File: src/rtl/decode_stage.sv
// rtl/decode_stage.sv - RV32I OP/OP-IMM decode and operand fetch with regfile, scoreboard and ALU skid register
// Holds one issued instruction toward the ALU; owns the register file write port and RAW scoreboard.
module decode_stage #(
   parameter int XLEN   = 32,
   parameter bit BYPASS = 1'b1
) (
   input  logic            clk,
   input  logic            rst,
   input  logic            instr_valid,
   input  logic [31:0]     instr,
   output logic            instr_ready,
   output logic            alu_valid,
   input  logic            alu_ready,
   output logic [2:0]      funct3,
   output logic [6:0]      funct7,
   output logic [XLEN-1:0] rs1_val,
   output logic [XLEN-1:0] rs2_val,
   output logic [4:0]      rd_addr,
   output logic            rd_we,
   input  logic            wb_en,
   input  logic [4:0]      wb_addr,
   input  logic [XLEN-1:0] wb_data,
   output logic            illegal
);

   localparam logic [6:0] OPC_OP     = 7'b0110011;
   localparam logic [6:0] OPC_OP_IMM = 7'b0010011;

   logic [XLEN-1:0] regs [32];
   logic [31:0]     pending;

   logic [6:0]      opcode;
   logic [4:0]      rs1, rs2, rd;
   logic [2:0]      f3;
   logic            is_op, is_imm, legal;
   logic [31:0]     wb_hit;
   logic [31:0]     set_mask;
   logic [31:0]     pending_eff;
   logic            hazard, accept, issue;
   logic [XLEN-1:0] rs1_rd, rs2_rd;
   logic [XLEN-1:0] imm_sext, shamt_ext;
   logic [XLEN-1:0] op_b;
   logic [6:0]      f7_n;

   assign opcode = instr[6:0];
   assign rd     = instr[11:7];
   assign f3     = instr[14:12];
   assign rs1    = instr[19:15];
   assign rs2    = instr[24:20];
   assign is_op  = (opcode == OPC_OP);
   assign is_imm = (opcode == OPC_OP_IMM);
   assign legal  = is_op | is_imm;

   // One-hot of the register being written back this cycle; x0 never participates.
   always_comb begin
      wb_hit = '0;
      if (wb_en && (wb_addr != 5'd0)) begin
         wb_hit[wb_addr] = 1'b1;
      end
   end

   always_comb begin
      set_mask = '0;
      if (issue && (rd != 5'd0)) begin
         set_mask[rd] = 1'b1;
      end
   end

   // Without forwarding the operand read cannot see wb_data, so a clearing writeback only helps next cycle.
   assign pending_eff = BYPASS ? (pending & ~wb_hit) : pending;
   assign hazard      = pending_eff[rs1] | (is_op & pending_eff[rs2]);
   assign instr_ready = (!alu_valid || alu_ready) && !hazard;
   assign accept      = instr_valid && instr_ready;
   assign issue       = accept && legal;

   always_comb begin
      rs1_rd = regs[rs1];
      if (rs1 == 5'd0) begin
         rs1_rd = '0;
      end else if (BYPASS && wb_hit[rs1]) begin
         rs1_rd = wb_data;
      end
   end

   always_comb begin
      rs2_rd = regs[rs2];
      if (rs2 == 5'd0) begin
         rs2_rd = '0;
      end else if (BYPASS && wb_hit[rs2]) begin
         rs2_rd = wb_data;
      end
   end

   assign imm_sext  = {{(XLEN-12){instr[31]}}, instr[31:20]};
   assign shamt_ext = {{(XLEN-5){1'b0}}, instr[24:20]};

   // Shift-immediate forms carry a shift amount, and only the right shifts use funct7 to pick SRLI/SRAI.
   always_comb begin
      op_b = rs2_rd;
      f7_n = instr[31:25];
      if (!is_op) begin
         f7_n = (f3 == 3'b101) ? instr[31:25] : 7'd0;
         op_b = ((f3 == 3'b001) || (f3 == 3'b101)) ? shamt_ext : imm_sext;
      end
   end

   always_ff @(posedge clk) begin
      if (rst) begin
         alu_valid <= 1'b0;
         illegal   <= 1'b0;
         funct3    <= '0;
         funct7    <= '0;
         rs1_val   <= '0;
         rs2_val   <= '0;
         rd_addr   <= '0;
         rd_we     <= 1'b0;
      end else begin
         illegal <= accept && !legal;
         if (issue) begin
            alu_valid <= 1'b1;
            funct3    <= f3;
            funct7    <= f7_n;
            rs1_val   <= rs1_rd;
            rs2_val   <= op_b;
            rd_addr   <= rd;
            rd_we     <= (rd != 5'd0);
         end else if (alu_ready) begin
            alu_valid <= 1'b0;
         end
      end
   end

   // A new reservation wins over a same-cycle writeback to the same register.
   always_ff @(posedge clk) begin
      if (rst) begin
         pending <= '0;
      end else begin
         pending <= (pending & ~wb_hit) | set_mask;
      end
   end

   always_ff @(posedge clk) begin
      if (rst) begin
         for (int i = 0; i < 32; i++) begin
            regs[i] <= '0;
         end
      end else if (wb_en && (wb_addr != 5'd0)) begin
         regs[wb_addr] <= wb_data;
      end
   end

endmodule
File: config.mk
export PLATFORM = sky130hd
export DESIGN_NAME = decode_stage
export DESIGN_NICKNAME = d
export VERILOG_FILES = /design/src/rtl/decode_stage.sv
export SDC_FILE = /design/constraint.sdc
export NUM_CORES = 2
export LEC_CHECK = 0
export ABC_CLOCK_PERIOD_IN_PS = 11600
export BUFFER_PORTS_ARGS = -buffer_cell sky130_fd_sc_hd__buf_2
export CAP_MARGIN = 20
export CORE_MARGIN = 2
export CORE_UTILIZATION = 50
export CTS_BUF_LIST = sky130_fd_sc_hd__clkbuf_8 sky130_fd_sc_hd__clkbuf_16
export CTS_CLUSTER_SIZE = 28
export DETAILED_ROUTE_END_ITERATION = 8
export PLACE_DENSITY = 0.71
export SLEW_MARGIN = 20
export SYNTH_ARGS = -nofsm -noshare
export SYNTH_HDL_FRONTEND = slang
export SYNTH_SLANG_ARGS = --single-unit
File: constraint.sdc
create_clock -name clk -period 11.6 [get_ports clk]
set_input_delay 0.58 -clock clk [delete_from_list [all_inputs] [get_ports clk]]
set_output_delay 0.58 -clock clk [all_outputs]
set_load 0.05 [all_outputs]
* After elaboration in Yosys (flattened, before gate mapping)
Memory sizes are Yosys's and may differ from the RTL's.
Index checks and enable logic that the tools add are counted.
** Storage, ports and cells
- Output and inout port bits :: 83
- Input port bits :: 74
- Register bits :: 114
- RAM bits :: 1024
- Word-level logic and storage cells :: 77
- Memories kept :: 1
** Memories
- regs :: depth 32, width 32, rd ports 2, clocked after memory_dff 0, write ports 32, RTL line 29 : logic [XLEN-1:0] regs [32];
** Cells by class
- Order comparisons :: 6
- Reduce and logical (&&, ||, !) cells :: 19
- Bitwise logic cells :: 6
- Eq/ne operators :: 4
- Mux-type cells :: 32
** Operators with widths (number)
- 32-bit 2-to-1 mux :: 9
- 32-bit AND :: 1
- 32-bit inverter :: 1
- 32-bit bitwise OR :: 1
- 32-bit OR reduction :: 1
- 5-bit by 6-bit less-than comparator with 1-bit output, second input constant :: 4
- 1-bit binary-select mux with 5-bit select :: 4
- 1-bit 2-to-1 mux :: 14
- 7-bit 2-to-1 mux :: 2
- 1-bit demux with 5-bit select :: 2
- 5-bit by 1-bit greater-or-equal comparator with 1-bit output, second input constant :: 2
- 5-bit logical NOT :: 2
- 5-bit nonzero test :: 2
- 1-bit logical AND :: 8
- 7-bit by 5-bit == test with 1-bit output, second input constant :: 1
- 7-bit by 6-bit == test with 1-bit output, second input constant :: 1
- 5-bit 2-to-1 mux :: 1
- 3-bit by 1-bit == test with 1-bit output, second input constant :: 1
- 3-bit == test, second input constant :: 1
- 1-bit logical NOT :: 3
- 1-bit logical OR :: 2
- 1-bit bitwise OR :: 2
- 2-bit nonzero test :: 1
- 1-bit AND :: 1

* Depth between registers and ports, before layout
- Depth after elaboration :: 18
- Depth in mapped cells :: 13
- Depth with buffers taken out :: 8

* Worst setup path before layout
No wires, ideal clock.
- Path type :: in2reg
- From :: input port wb_addr[3]
- To :: memory regs[8][0], enable pin
- Slack :: 7530 ps
- Data arrival time :: 3602 ps
- Setup time :: 468 ps
- Required time :: 11132 ps
- Buffers on the path :: 1
- Stages on the path :: 3
- Cell sequence :: buf_2 > or4bb_1 > o21ai_0
** RTL lines
- start, declared :: RTL line 21 : input logic [4:0] wb_addr,
- end, declared :: RTL line 29

* Final worst setup path
- From :: input port instr[15]
- To :: register rs1_val[3]
** Between the ends
- Cells in the longest elaborated chain, start to end :: 7
- Elaborated cells between the ends (all ways) :: 13
- Classes of those cells :: mux (6); bitwise (1); reduce/logical (5); memory (1)
** Ends and longest elaborated chain
- start, declared :: RTL line 10 : input logic [31:0] instr,
- 1-bit binary-select mux with 5-bit select :: RTL line 71 : assign hazard = pending_eff[rs1] | (is_op & pending_eff[rs2]);
- 1-bit 2-to-1 mux (implied by the code) :: RTL line 71
- 1-bit bitwise OR :: RTL line 71
- 1-bit logical NOT :: RTL line 72 : assign instr_ready = (!alu_valid || alu_ready) && !hazard;
- 1-bit logical AND :: RTL line 72
- 1-bit logical AND :: RTL line 73 : assign accept = instr_valid && instr_ready;
- 1-bit logical AND :: RTL line 74 : assign issue = accept && legal;
- end signal, assigned :: RTL line 123 : rs1_val <= rs1_rd;
- end, declared :: RTL line 16 : output logic [XLEN-1:0] rs1_val,
Parallel ways exist; a longest one is shown, timed or not. The select of a mux whose other input is x is not followed.
A chain may end at the register's enable or synchronous reset.

==> results.yml <==
synth:
  avgSynthCellArea_sq_um: 14.19
  synthTopCellsByArea: "edfxtp_1 51%, mux4_2 18%, and2_1 10%, mux2i_1 4.2%, dfxtp_1 3.8%"
  synth_most_common_cell: "edfxtp_1"
  synth_top_flop_cell: "edfxtp_1"
  synth.cell_area_sq_um: 60280
  ys_top_cells_by_count: "1024 x edfxtp_1, 998 x and2_1, 495 x mux4_2"
  netlist_instances: 4249
  ys_ff_latch: 1138
  yosysTopAreaCell: "edfxtp_1"
  ys_seq_area_share_pct: 54.80
  ys_async_sr_fraction_pct: 0
  yosysWarnings: 0
  synth-edff-count: 1024
  netlist.area_leader.share_pct: 51.01
  synth_cell_types: 80
setup_path:
  cp_max_fo: 62
  crit_arrival_ns: 5.98
  critPathKind: "in2reg"
  crit_required_ns: 12.22
  critPathLaunchType: "primary input"
  crit_path_end_kind: "flop"
  r2r_cells: 10
pwr:
  power.total_uw: 9804
  vdd_ir_drop_max_mv: 0.1369
  p_leak_uw: 0.02342
  powerDensity_nw_per_um2: 147.2
clock_tree:
  cts_inserted_buffers: 116
  ctsResizeCount: 0
  clk_path_buf_depth: 3
  ctsHoldBuffers: 0
  cts_setup_buffers: 0
  clk_pin_slew_ns: 0.06
  clockRootBuffer: "clkbuf_16"
  h-tree-depth: 3
  cts_tree: "built"
  cts_num_sinks: 1138
  clk_latency_ns: 0.73
place:
  gp_congestion: 0.9510
  place_area_sq_um: 62650
  dpl.hpwl_microns: 122400
  portBuffers: 156
  dp_slack_ns: 5.673
detailed_routing:
  vias: 41130
  drcViolationCount: 0
  via_per_inst: 6.921
  drt_iter0_drc: 6990
  dr.pass1.iters: 6
  ant_nets: 0
  wirelength_microns: 209200
  wl_per_cell_microns: 35.20
floorplanning:
  die_y_microns: 351.2
  core-area_sq_um: 119800
  die_w_microns: 351.2
  die-area_sq_um: 123400
  start_util_pct: 50.31
  row_count: 127
  ios: 157
grt:
  grt_first_pass_wirelength_microns: 292900
  track_usage_pct: 33.80
  grt_max_degree: 108
  grt_remaining_overflow: 0
  antenna_found_initial: 25
  grt_pass1_vias: 39940
cells_and_area:
  final_net_count: 4295
  fillers: 9458
  fin_area_sq_um: 66610
  syn_to_final_growth_pct: 10.49
  drive_above_1_share_pct: 23.83
outcome:
  status: "completed"
timing:
  max_freq_mhz: 186.8
  setup_tns_ns: 0
  hold_viol: 0
  setup_viol: 0
  tightestPinTransition_ns: 1.236
  rsz0062_at_grt: "no"
  hold_slack_ns: 0.09912
  finalClockSkew_ns: 0.02467
  maxSlewHeadroom_pct: 17.07
  setup_ws_ns: 6.246
  fin_crit_ns: 5.354
  post-route-period-util_pct: 46.16
  drv_slew: 0
min_path:
  hold_class: "in2reg"
  min_path_cells: 3
flow_run:
  drv_cap: 0
==> final cells by class <==
cell class	instances	area [sq um]	share of cell area (%)
well taps	1612	2017	3.028
multi-input cells	2662	25790	38.72
inverters	34	127.6	0.1916
clock buffers	137	3237	4.860
clock inverters	82	695.7	1.044
diodes	9	22.52	0.03381
repair buffers	269	1685	2.530
flip-flops and latches	1138	33030	49.59
==> power by group <==
group / internal [uW] / switching [uW] / total [uW]
sequential: 4680 / 107 / 4780
combinational: 448 / 692 / 1140
clock: 2240 / 1640 / 3880
==> final timing paths <==
path / startpoint / to / slack [ns]
setup / recovery: instr[15] / rs1_val[3] / 6.25
hold reg to reg: rs1_val[28] / rs1_val[28] / 0.47
setup reg to reg: pending[13] / rs1_val[3] / 7.37
hold / removal: instr[26] / funct7[1] / 0.1
==> placed cells by master (no fill, tap or decap), types with 52 or more instances in the layout <==
master	instances
a21oi_1	110
nor2_1	125
dfxtp_1	114
and2_1	998
buf_4	117
buf_2	147
mux2i_1	252
nand2_1	66
inv_1	60
mux4_2	495
o221ai_1	52
edfxtp_1	1024
clkbuf_16	120
o21ai_0	61
==> registers in the layout, indices dropped and copies added, names as in the netlist <==
| register | count |
|---|---|
| regs | 1024 |
| pending | 32 |
| rs1_val | 32 |
| rs2_val | 32 |
| funct7 | 7 |
| rd_addr | 5 |
| funct3 | 3 |
| alu_valid | 1 |
| illegal | 1 |
| rd_we | 1 |
==> metrics by stage <==
stage | cells | util (%)
floorplan | 4280 | -
global placement | 5715 | 52.29
detailed placement | 5715 | 52.29
CTS | 5934 | 55.57
global route | 5935 | 55.57
finish | 5943 | 55.59
==> cells by family (layout without fill, tap and decap cells) <==
group | count (synthesis) | count (layout) | synth area share, %
DFF | 1138 | 1138 | 54.80
and+or+nand+nor | 1386 | 1386 | 13.41
other | 1 | 41 | 0.006221
AOI/OAI and AO/OA | 486 | 486 | 5.669
muxes | 751 | 751 | 22.75
xor gates and xnor gates | 7 | 7 | 0.1142
buffers and inverters | 480 | 522 | 3.250
==> worst max-delay path, stage by stage <==
cell	delay, ns
buf_8	0.58
buf_4	0.84
mux2i_1	0.30
a31oi_1	0.06
mux4_2	0.48
a221oi_2	0.29
a2bb2oi_1	0.17
a311oi_4	0.24
buf_4	0.50
buf_4	0.69
nand2_2	0.72
o2bb2ai_1	0.36
==> metal layers <==
metal  share of wire (%)  vias to the layer above  track usage (%)
li1                    -                    16240                -
met2                  44                     3463            50.05
met3                  15                      721            11.08
met1                  35                    20690            44.62
met4                 6.1                       10            17.59
met5               0.025                        -                0
No activity file was read; power rests on OpenSTA's default activity.
